--- config.mk ---
export PLATFORM = sky130hd
export DESIGN_NAME = button_event_filter
export DESIGN_NICKNAME = d
export VERILOG_FILES = /design/src/rtl/button_event_filter.sv
export SDC_FILE = /design/constraint.sdc
export NUM_CORES = 1
export LEC_CHECK = 0
export CORE_MARGIN = 3
export CORE_UTILIZATION = 50
export CTS_BUF_LIST = sky130_fd_sc_hd__clkbuf_8
export CTS_CLUSTER_DIAMETER = 200
export DETAILED_ROUTE_END_ITERATION = 10
export PLACE_DENSITY = 0.67
export SLEW_MARGIN = 10
export SYNTH_ARGS = -nofsm -noshare
export SYNTH_HDL_FRONTEND = slang
export SYNTH_SLANG_ARGS = --single-unit
--- constraint.sdc ---
create_clock -name clk -period 3.3 [get_ports clk]
set_clock_uncertainty 0.2 [all_clocks]
set_input_delay 0.99 -clock clk [delete_from_list [all_inputs] [get_ports clk]]
set_output_delay 0.99 -clock clk [all_outputs]
set_load 0.01 [all_outputs]
--- src/rtl/button_event_filter.sv ---
// -----------------------------------------------------------------------------
// button_event_filter
//
// Debounces a raw push-button level and turns it into a set of registered
// events: press, release, long-press and (optionally) auto-repeat.
//
// Build option:
//   BTN_AUTOREPEAT_EN  defined   -> HELD issues repeat_pulse every REPEAT_CYCLES
//                      undefined -> no repeat counter, repeat_pulse tied to 0
//
// Parameters:
//   DEBOUNCE_CYCLES  stable synchronized samples needed to accept a press/release
//   LONG_CYCLES      cycles of debounced press before long_pulse
//   REPEAT_CYCLES    auto-repeat period while held
//
// Ports:
//   clk            system clock, rising edge
//   rst_n          asynchronous active-low reset
//   btn_in         raw asynchronous button level (1 = pressed)
//   pressed        debounced level
//   press_pulse    one-cycle strobe on accepted press
//   release_pulse  one-cycle strobe on accepted release
//   long_pulse     one-cycle strobe when the press reaches LONG_CYCLES
//   repeat_pulse   one-cycle auto-repeat strobe
//
// FSM states:
//   state      | meaning
//   IDLE       | button released and stable
//   DB_PRESS   | sync high, counting stable samples towards a press
//   PRESSED    | press accepted, hold counter running towards long-press
//   HELD       | long-press issued, auto-repeat running (if built)
//   DB_RELEASE | sync low, counting stable samples towards a release;
//              | hold/repeat counters frozen, returns to origin on bounce
// -----------------------------------------------------------------------------
module button_event_filter #(
    parameter int DEBOUNCE_CYCLES = 50000,
    parameter int LONG_CYCLES     = 50000000,
    parameter int REPEAT_CYCLES   = 10000000
) (
    input  logic clk,
    input  logic rst_n,
    input  logic btn_in,
    output logic pressed,
    output logic press_pulse,
    output logic release_pulse,
    output logic long_pulse,
    output logic repeat_pulse
);

    localparam int DB_W   = (DEBOUNCE_CYCLES > 1) ? $clog2(DEBOUNCE_CYCLES) : 1;
    localparam int HOLD_W = (LONG_CYCLES > 1) ? $clog2(LONG_CYCLES) : 1;

    localparam logic [DB_W-1:0]   DB_LAST   = DB_W'(DEBOUNCE_CYCLES - 1);
    localparam logic [HOLD_W-1:0] HOLD_LAST = HOLD_W'(LONG_CYCLES - 1);

    typedef enum logic [2:0] {
        IDLE       = 3'd0,
        DB_PRESS   = 3'd1,
        PRESSED    = 3'd2,
        HELD       = 3'd3,
        DB_RELEASE = 3'd4
    } state_t;

    logic              sync_meta;
    logic              sync;
    state_t            state, state_nxt;
    logic [DB_W-1:0]   db_cnt, db_cnt_nxt;
    logic [HOLD_W-1:0] hold_cnt, hold_cnt_nxt;
    logic              from_held, from_held_nxt;

    // Transition events and their one-stage delay. The extra stage lines the
    // strobes up with the `pressed` level, which is registered from state.
    logic press_ev, release_ev, long_ev;
    logic press_ev_q, release_ev_q, long_ev_q;

`ifdef BTN_AUTOREPEAT_EN
    localparam int REP_W = (REPEAT_CYCLES > 1) ? $clog2(REPEAT_CYCLES) : 1;
    localparam logic [REP_W-1:0] REP_LAST = REP_W'(REPEAT_CYCLES - 1);

    logic [REP_W-1:0] rep_cnt, rep_cnt_nxt;
    logic             repeat_ev, repeat_ev_q;
`endif

    // Two-flop synchronizer; only `sync` is seen by the FSM.
    always_ff @(posedge clk or negedge rst_n) begin
        if (!rst_n) begin
            sync_meta <= 1'b0;
            sync      <= 1'b0;
        end else begin
            sync_meta <= btn_in;
            sync      <= sync_meta;
        end
    end

    always_ff @(posedge clk or negedge rst_n) begin
        if (!rst_n) begin
            state     <= IDLE;
            db_cnt    <= '0;
            hold_cnt  <= '0;
            from_held <= 1'b0;
`ifdef BTN_AUTOREPEAT_EN
            rep_cnt   <= '0;
`endif
        end else begin
            state     <= state_nxt;
            db_cnt    <= db_cnt_nxt;
            hold_cnt  <= hold_cnt_nxt;
            from_held <= from_held_nxt;
`ifdef BTN_AUTOREPEAT_EN
            rep_cnt   <= rep_cnt_nxt;
`endif
        end
    end

    always_comb begin
        state_nxt     = state;
        db_cnt_nxt    = db_cnt;
        hold_cnt_nxt  = hold_cnt;
        from_held_nxt = from_held;
        press_ev      = 1'b0;
        release_ev    = 1'b0;
        long_ev       = 1'b0;
`ifdef BTN_AUTOREPEAT_EN
        rep_cnt_nxt   = rep_cnt;
        repeat_ev     = 1'b0;
`endif
        case (state)
            IDLE: begin
                if (sync) begin
                    state_nxt  = DB_PRESS;
                    db_cnt_nxt = '0;
                end
            end
            DB_PRESS: begin
                if (!sync) begin
                    state_nxt = IDLE;
                end else if (db_cnt == DB_LAST) begin
                    state_nxt    = PRESSED;
                    press_ev     = 1'b1;
                    hold_cnt_nxt = '0;
                end else begin
                    db_cnt_nxt = db_cnt + DB_W'(1);
                end
            end
            PRESSED: begin
                if (!sync) begin
                    state_nxt     = DB_RELEASE;
                    db_cnt_nxt    = '0;
                    from_held_nxt = 1'b0;
                end else if (hold_cnt == HOLD_LAST) begin
                    state_nxt = HELD;
                    long_ev   = 1'b1;
`ifdef BTN_AUTOREPEAT_EN
                    rep_cnt_nxt = '0;
`endif
                end else begin
                    hold_cnt_nxt = hold_cnt + HOLD_W'(1);
                end
            end
            HELD: begin
                if (!sync) begin
                    state_nxt     = DB_RELEASE;
                    db_cnt_nxt    = '0;
                    from_held_nxt = 1'b1;
                end
`ifdef BTN_AUTOREPEAT_EN
                else if (rep_cnt == REP_LAST) begin
                    repeat_ev   = 1'b1;
                    rep_cnt_nxt = '0;
                end else begin
                    rep_cnt_nxt = rep_cnt + REP_W'(1);
                end
`endif
            end
            DB_RELEASE: begin
                // A bounce back high resumes the origin with counters intact.
                if (sync) begin
                    state_nxt = from_held ? HELD : PRESSED;
                end else if (db_cnt == DB_LAST) begin
                    state_nxt  = IDLE;
                    release_ev = 1'b1;
                end else begin
                    db_cnt_nxt = db_cnt + DB_W'(1);
                end
            end
            default: begin
                state_nxt = IDLE;
            end
        endcase
    end

    always_ff @(posedge clk or negedge rst_n) begin
        if (!rst_n) begin
            press_ev_q    <= 1'b0;
            release_ev_q  <= 1'b0;
            long_ev_q     <= 1'b0;
            pressed       <= 1'b0;
            press_pulse   <= 1'b0;
            release_pulse <= 1'b0;
            long_pulse    <= 1'b0;
        end else begin
            press_ev_q    <= press_ev;
            release_ev_q  <= release_ev;
            long_ev_q     <= long_ev;
            pressed       <= (state == PRESSED) || (state == HELD) ||
                             (state == DB_RELEASE);
            press_pulse   <= press_ev_q;
            release_pulse <= release_ev_q;
            long_pulse    <= long_ev_q;
        end
    end

`ifdef BTN_AUTOREPEAT_EN
    always_ff @(posedge clk or negedge rst_n) begin
        if (!rst_n) begin
            repeat_ev_q  <= 1'b0;
            repeat_pulse <= 1'b0;
        end else begin
            repeat_ev_q  <= repeat_ev;
            repeat_pulse <= repeat_ev_q;
        end
    end
`else
    // Without autorepeat the period has no meaning; both arms are 0, the
    // reference only keeps the parameter list identical across builds.
    assign repeat_pulse = (REPEAT_CYCLES < 1) ? 1'b0 : 1'b0;
`endif

endmodule

After elaboration in Yosys (flattened, before gate mapping)
Index checks and enable logic that the tools add are counted.

Register bits: 55. Bits of input ports: 3. Output and inout bits: 5. Logic and storage cells: 76.

$add $sub $neg: 2. Eq/ne operators: 18. Multiplexer cells: 32. Reduce and logical (&&, ||, !) cells: 11.

Operator list (count): 26-bit two-way mux (4); 16-bit two-way mux (5); 16-bit case mux with 4 select lines (1); 26-bit case mux with 2 select lines (1); 26-bit by 1-bit adder with 26-bit output (second input constant) (1); 26-bit equality test (second input constant) (1); 3-bit two-way mux (8); 2-bit != test (second input constant) (9); 16-bit by 1-bit adder with 16-bit output (second input constant) (1); 16-bit equality test (second input constant) (1); 3-bit case mux with 5 select lines (1); 5-bit AND reduction (3); 1-bit two-way mux (11); 3-bit != test (second input constant) (3); 3-bit by 2-bit equality test with 1-bit output (second input constant) (2); 2-bit nonzero test (2); 4-bit nonzero test (1); 3-bit by 1-bit equality test with 1-bit output (second input constant) (1); 3-bit equality test (second input constant) (1); 3-bit logical NOT (1); 3-bit AND reduction (1); 1-bit logical OR (2); 1-bit case mux with 2 select lines (1); 2-bit OR reduction (1).

Logic depth before layout (Yosys ltp)
Gate-level depths: netlist of the first run.

Depth in word-level cells: 4. Depth in mapped cells: 7. Gate-level depth less buffers: 6.

Least setup slack after synthesis of the first run
Ideal clock, no wire load.

Path type: register to register. From: register db_cnt[13]. To: register state[0]. Setup time: 0.128 ns. Arrival time: 2.058 ns. Data required time: 2.972 ns. Slack: 0.914 ns. Stages on the path, launching flop included: 6. Buffers on the path: 0. Period minus slack after synthesis: 2.386 ns. Path through: dfrtp_1 or4b_1 or4_4 a311oi_2 a21oi_1 mux2_1.

Word-level cells in the longest chain between the ends: 3. Elaborated cells on any way between the ends: 4. Classes of those cells: eq/ne: 3; reduce/logical: 1.

RTL lines: start, declared (line 67) `logic [DB_W-1:0] db_cnt, db_cnt_nxt;`; start signal, assigned (line 106) `db_cnt <= db_cnt_nxt;`; 16-bit equality test (*) (line 137, 179); 3-bit != test (no source line); 5-bit AND reduction (no source line) (*); end signal, assigned (line 105) `state <= state_nxt;`; end, declared (line 66) `state_t state, state_nxt;`.

Every way passes the cells marked *; elsewhere a longest branch is shown, timed or not. A chain may end at the register's enable or synchronous reset.

Final worst setup path of the first run
From: register hold_cnt[0]. To: register hold_cnt[6].

Word-level cells in the longest chain between the ends: 4. Elaborated cells on any way between the ends: 7. Classes of those cells: add/sub: 1; eq/ne: 2; mux: 3; reduce/logical: 1.

RTL lines: start, declared (line 68) `logic [HOLD_W-1:0] hold_cnt, hold_cnt_nxt;`; start signal, assigned (line 107) `hold_cnt <= hold_cnt_nxt;`; 26-bit by 1-bit adder with 26-bit output (line 157) `hold_cnt_nxt = hold_cnt + HOLD_W'(1);`; 26-bit two-way mux (line 150) `end else if (hold_cnt == HOLD_LAST) begin`; 26-bit two-way mux (line 146) `if (!sync) begin`; 26-bit case mux with 2 select lines (line 127) `case (state)`.

Several ways; a longest one is shown, not always the timed one. The select of a mux whose other input is x is not followed.

==> results.ini, run 1 <==
[outcome]
outcome=finished, final reports clean

[detailed_routing]
antenna_left=0
drt_pre_antenna_iters=5
wire_per_inst_um=17.0
drc=0
routed_wl_um=6790
drt_iter0_drc=241
vias=2615
viasPerCell=6.55

[cells_and_area]
layout-drive-gt1-share_pct=8.56
regArea_um2=1380
final_core_util_pct=57.4
n_antenna_cell=0
final_common_cell=dfrtp_1
nets=331
multiInputGateArea_um2=1590
final_cell_mix=55 x dfrtp_1, 32 x nand2_1, 23 x nor2_1, 17 x nand3_1, 16 x a21oi_1
postLayoutCellArea_um2=3270
layout-area-overhead-vs-synth_pct=6.60
n_fill_cell=515

[critical_path]
crit_arrival_ns=2.64
cp_data_required_time_ns=3.33
path_delay_family=simple AND/OR/NAND/NOR gates
startpoint=hold_cnt[0]$_DFFE_PN0P_
slowest_delay_ns=0.46
crit_type=reg -> reg
cp-start-kind=flip-flop
cp-end-kind=flip-flop
crit_chain=ha_1, nand3_1, nor2_1, a31o_2, nand2_1, a31oi_1
crit-reg2reg-launch=hold_cnt[0]$_DFFE_PN0P_
cp.buffers_inverters=0
cp_max_fo=14
slowest_stage=dfrtp_1

[synth]
synth_edf_count=0
yosys_warnings=0
synth_area_um2=3070
synth_cell_types=61
async_flop_share_pct=100
ys_ff_latch=55
avgSynthCellArea_um2=9.45
synth-main-ff-cell=dfrtp_1
syn_inst=325
yosysSeqAreaShare_pct=44.8
postSynthNetCount=330

[grt]
grtUsageTotal_pct=20.6
grt_pass1_wl_um=12100
grt_pass1_vias=2457
antenna_found_initial=0
grt_overflow=0
grt_max_degree=32

[floorplanning]
start_util_pct=53.8
die_area_um2=7120
num_io_pins=8
rows=27
fp.dieH_um=84.4
die_x_um=84.4
core-area_um2=5710

[cts]
cts-resized-gates=0
htreeDepth=2
cts_setup_buffers=0
cts_buffers=5
path_clk_slew_ns=0.10
cts-root-buf=clkbuf_8
cts_sinks=55
cts_tree=yes
clk_path_buf_depth=2
cts_hold_buf=0
clk-insertion-delay-late_ns=0.32

[hold_path]
hold_class=reg -> reg
min-delay-start=sync_meta$_DFF_PN0_

[timing]
finalHoldWorstSlack_ns=0.156
slew_viol_final=0
fmax_mhz=383
relSlewSlack_pct=60.3
period_needed_ns=2.61
worstMarginPinSlew_ns=0.590
setup_viol=0
period_share_pct=79.0
finalHoldViolCount=0
rsz0062_at_grt=no
final.setup.tns_ns=0
worst_slack_ns=0.691

[power]
p_sw_share_pct=26.5
pwr-share-comb_pct=8.4
internal-power_uw=871
p_leak_nw=1.40
clkPwrFrac_pct=30.7
pwr-share-seq_pct=60.9
vdd_drop_max_uv=225
power_density_nw_per_um2=362
p_sw_uw=314

[placed_design]
place.gp.congestion=0.862
io_buffers=6
pre_cts_ws_ns=0.726
dp_hpwl_um=4670
placed_area_um2=3190

[job]
cap_violations=0

[logic make-up (layout without fill, tap and decap cells)]
| group | count (synthesis) | after routing | synth area share (%) |
|---|---|---|---|
| simple gates | 144 | 144 | 27.0 |
| buf+inv | 24 | 26 | 3.58 |
| compound gates | 87 | 87 | 20.0 |
| fa+ha+maj | 2 | 2 | 0.815 |
| mux | 4 | 4 | 1.43 |
| other cells | 1 | 1 | 0.122 |
| flops | 55 | 55 | 44.8 |
| xor+xnor | 8 | 8 | 2.28 |
[state kept, by name, summed over array words and instances, names as in the netlist]
signal,count
db_cnt,16
from_held,1
hold_cnt,26
long_ev_q,1
long_pulse,1
press_ev_q,1
press_pulse,1
pressed,1
release_ev_q,1
release_pulse,1
state,3
sync,1
sync_meta,1
[metal layers]
| layer | track usage (%) | vias to the layer above | wire length, µm |
|---|---|---|---|
| li1 | - | 1237 | - |
| met1 | 31.5 | 1295 | 3410 |
| met2 | 29.5 | 70 | 2990 |
| met3 | 4.12 | 13 | 309 |
| met4 | 6.33 | 0 | 83 |
| met5 | 0 | - | 0 |
[worst reg2reg max path: cells and delay by family (launching register included)]
| kind | cells | cell delay, ns |
|---|---|---|
| AO/OA/AOI/OAI | 2 | 0.76 |
| adder cells (fa/ha/maj) | 1 | 0.24 |
| flip-flops | 1 | 0.46 |
| AND/OR/NAND/NOR | 3 | 0.87 |
[Yosys cell counts, types with 3 or more instances]
library cell	n	share of area, %
clkbuf_1	9	1.1
and4_1	4	1.1
nor4_1	7	1.4
a21oi_1	16	2.6
buf_2	7	1.1
o2111ai_1	4	1.1
nor3_1	9	1.5
a41oi_1	4	1.1
and3_1	9	1.8
and2_1	5	1.0
nand2b_1	4	0.81
xor2_1	7	2.0
o21ai_0	14	2.3
nand3_1	17	2.8
inv_1	6	0.73
o311a_1	3	0.98
a31oi_1	15	3.1
dfrtp_1	55	45
o31a_1	3	0.86
o211ai_1	6	1.5
a211o_1	3	0.86
a221o_1	4	1.3
nand4_1	7	1.4
nor2_1	23	2.8
or4_1	5	1.2
nand2_1	32	3.9
[final cells by class]
class,instances,area share (%)
timing repair buffer,12,3.44
sequential,55,42.0
tap,72,2.75
multi-input combinational,246,48.6
inverter,6,0.688
clock inverter,3,0.382
clock buffer,5,2.10
[per-stage QoR]
step / std cells / power, mW
after CTS: 399 / 1.19
after floorplan: 325 / 0.800
after global routing: 399 / 1.24
after detailed placement: 391 / 0.835
final: 399 / 1.18
after global placement: 391 / 0.833
[path summary, 6_finish.rpt]
check | cells past startpoint | end | slack [ns]
worst max-delay path | 6 | hold_cnt[6]$_DFFE_PN0P_ | 0.69
worst min-delay path | 0 | sync$_DFF_PN0_ | 0.16
worst max register to register | 6 | hold_cnt[6]$_DFFE_PN0P_ | 0.69
worst min register to register | 0 | sync$_DFF_PN0_ | 0.16
max in group asynchronous | 2 | hold_cnt[12]$_DFFE_PN0P_ | 1.86
min in group asynchronous | 1 | db_cnt[14]$_DFFE_PN0P_ | 0.47
[power by group through the flow]
stage | Combinational, mW | Clock (mW) | Sequential (mW)
2_1_floorplan | 0.0824 | 0 | 0.717
3_3_place_gp | 0.0993 | 0 | 0.733
3_5_place_dp | 0.102 | 0 | 0.734
4_1_cts | 0.102 | 0.373 | 0.720
5_1_grt | 0.115 | 0.399 | 0.726
6_report | 0.0994 | 0.364 | 0.721
Note: power is estimated with default switching activity, not from simulation.
==> run 2: changes to the inputs <==
Settings changed: PLACE_DENSITY 0.67 to 0.69.
Clock period 3.3 ns to 2.2 ns, I/O delays scaled along.
==> run 2 against run 1 <==
The flow now finishes with violations (negative setup slack). Global-route usage increased by 0.69 points. Clock-buffer cell count is 1 higher. Utilization rose by 11 points. Highest routed layer unchanged. Largest power group unchanged. First-iteration DRC count fell by 2.5%. Flip-flop and latch count unchanged. Non-clock buffer count up 66. Sequential power up 47%.
==> results.ini, run 2 (synthesis results as in run 1) <==
[cells_and_area]
final_cell_mix=64 x buf_4, 54 x dfrtp_1, 31 x nand2_1, 23 x nor2_1
final_common_cell=buf_4
largest_register_ff_count=26
layout-area-overhead-vs-synth_pct=27.2
nets=398
n_antenna_cell=0
largest_register=hold_cnt
postLayoutCellArea_um2=3910
layout-drive-gt1-share_pct=27.4
reg_top3=hold_cnt: 26 flops, db_cnt: 16 flops, state: 3 flops

[grt]
grt_pass1_wl_um=12600
grt_pass1_vias=2788
grt_max_degree=56
grtUsageTotal_pct=21.3
antenna_found_initial=0
grt_overflow=0

[hold_path]
hold_class=in -> async

[critical_path]
worst-path-stages=5
path_delay_family=simple AND/OR/NAND/NOR gates
cp_max_fo=3
crit_arrival_ns=2.33
cp-start-kind=flip-flop
slowest_delay_ns=0.52
rr_worst_depth=5
crit_type=reg -> reg
slowest_stage=or4_4
crit_chain=or4bb_1, or4_4, a311oi_2, a21oi_1, mux2_1
cp-end-kind=flip-flop
cp.buffers_inverters=0
reg2reg_slack_ns=-0.14
cp_data_required_time_ns=2.19

[detailed_routing]
drt_pre_antenna_iters=4
wire_per_inst_um=16.2
drt_iter0_drc=235
routed_wl_um=7550
viasPerCell=6.08
antenna_left=0
vias=2831
drc=0

[timing]
period_share_pct=106
rsz0062_at_grt=yes
finalHoldViolCount=0
slew_viol_final=0
setup_viol=13
period_needed_ns=2.34
final.setup.tns_ns=-0.709
fmax_mhz=427
worst_slack_ns=-0.143

[outcome]
outcome=finished, violations left
violations=negative setup slack

[cts]
clk-insertion-delay-late_ns=0.32
cts-root-buf=clkbuf_8
cts_tree=yes
cts_sinks=55
cts_buffers=5
htreeDepth=2
path_clk_slew_ns=0.10
clk_path_buf_depth=2

[floorplanning]
core-area_um2=5710
die_area_um2=7120
fp.dieH_um=84.4
rows=27
start_util_pct=53.8
die_x_um=84.4
num_io_pins=8

[placed_design]
dp_hpwl_um=5260
io_buffers=6
placed_area_um2=3660
place.gp.congestion=0.885

[power]
vdd_drop_max_uv=566
power_density_nw_per_um2=511
p_leak_nw=1.77

[job]
cap_violations=0

## run 2: cell types whose count changed in the layout (fill, tap and decap cells not counted), moves of 2 or more
| cell | change |
|---|---|
| or2_4 | +2 |
| buf_4 | +59 |
| buf_6 | +6 |
| nand3_2 | +2 |
| o21ai_1 | +3 |
| inv_1 | -2 |
| o21ai_0 | -3 |
| or2_2 | -2 |
| nand3_1 | -2 |
## run 2: metrics by stage
step	hold slack, ns	power [mW]	util, %	instances	setup slack, ns
after floorplan	0.131	1.20	-	325	-0.137
after global placement	0.134	1.31	64.1	451	-0.135
after detailed placement	0.137	1.31	64.1	451	-0.164
after CTS	0.136	2.01	66.9	463	-0.136
after global routing	0.139	2.08	68.4	466	-0.172
final	0.124	1.99	68.4	466	-0.143
## run 2: timing repair
item | in CTS | in global routing
gates resized for setup | 4 | 21
setup endpoints to repair | 15 | 32
buffers inserted | 3 | 2
hold buffers | 0 | 0
cloned | 1 | 1
pin swaps | 7 | 7
## run 2: path summary, 6_finish.rpt
kind / startpoint / to
max: db_cnt[12]$_DFFE_PN0P_ / state[0]$_DFFE_PN0P_
min: rst_n / hold_cnt[22]$_DFFE_PN0P_
max reg2reg: db_cnt[12]$_DFFE_PN0P_ / state[0]$_DFFE_PN0P_
min reg2reg: release_ev_q$_DFF_PN0_ / release_pulse$_DFF_PN0_
max in group asynchronous: rst_n / state[2]$_DFFE_PN0P_
min in group clk: release_ev_q$_DFF_PN0_ / release_pulse$_DFF_PN0_
## run 2: layer usage
metal | vias up | GRT usage (%) | part of all wire, %
li1 | 1368 | - | -
met1 | 1404 | 26.7 | 44
met2 | 51 | 39.0 | 52
met3 | 8 | 3.73 | 3.3
met4 | 0 | 3.60 | 0.68
met5 | - | 0 | 0
## run 2: worst register-to-register path, delay by kind of cell (launching register included)
| family | cells | cell delay (ns) |
|---|---|---|
| and+or+nand+nor | 2 | 1.01 |
| DFF | 1 | 0.39 |
| AOI/OAI and AO/OA | 2 | 0.32 |
| muxes | 1 | 0.31 |
## run 2: area by class of cell
class / count / area [µm²]
inverter: 6 / 22.5
clock buffer: 6 / 82.6
tap: 72 / 90.1
timing repair buffer: 78 / 643
fill: 466 / 1800
clock inverter: 2 / 35.0
sequential: 55 / 1380
multi-input combinational: 247 / 1660
## run 2: where the power goes
group          internal (mW)  total [mW]  leakage, nW  switching (mW)
Sequential              1.03        1.06        0.760          0.0250
Clock                  0.369       0.700       0.0612           0.332
Combinational          0.107       0.236        0.952           0.129
Total                   1.51        1.99         1.77           0.486
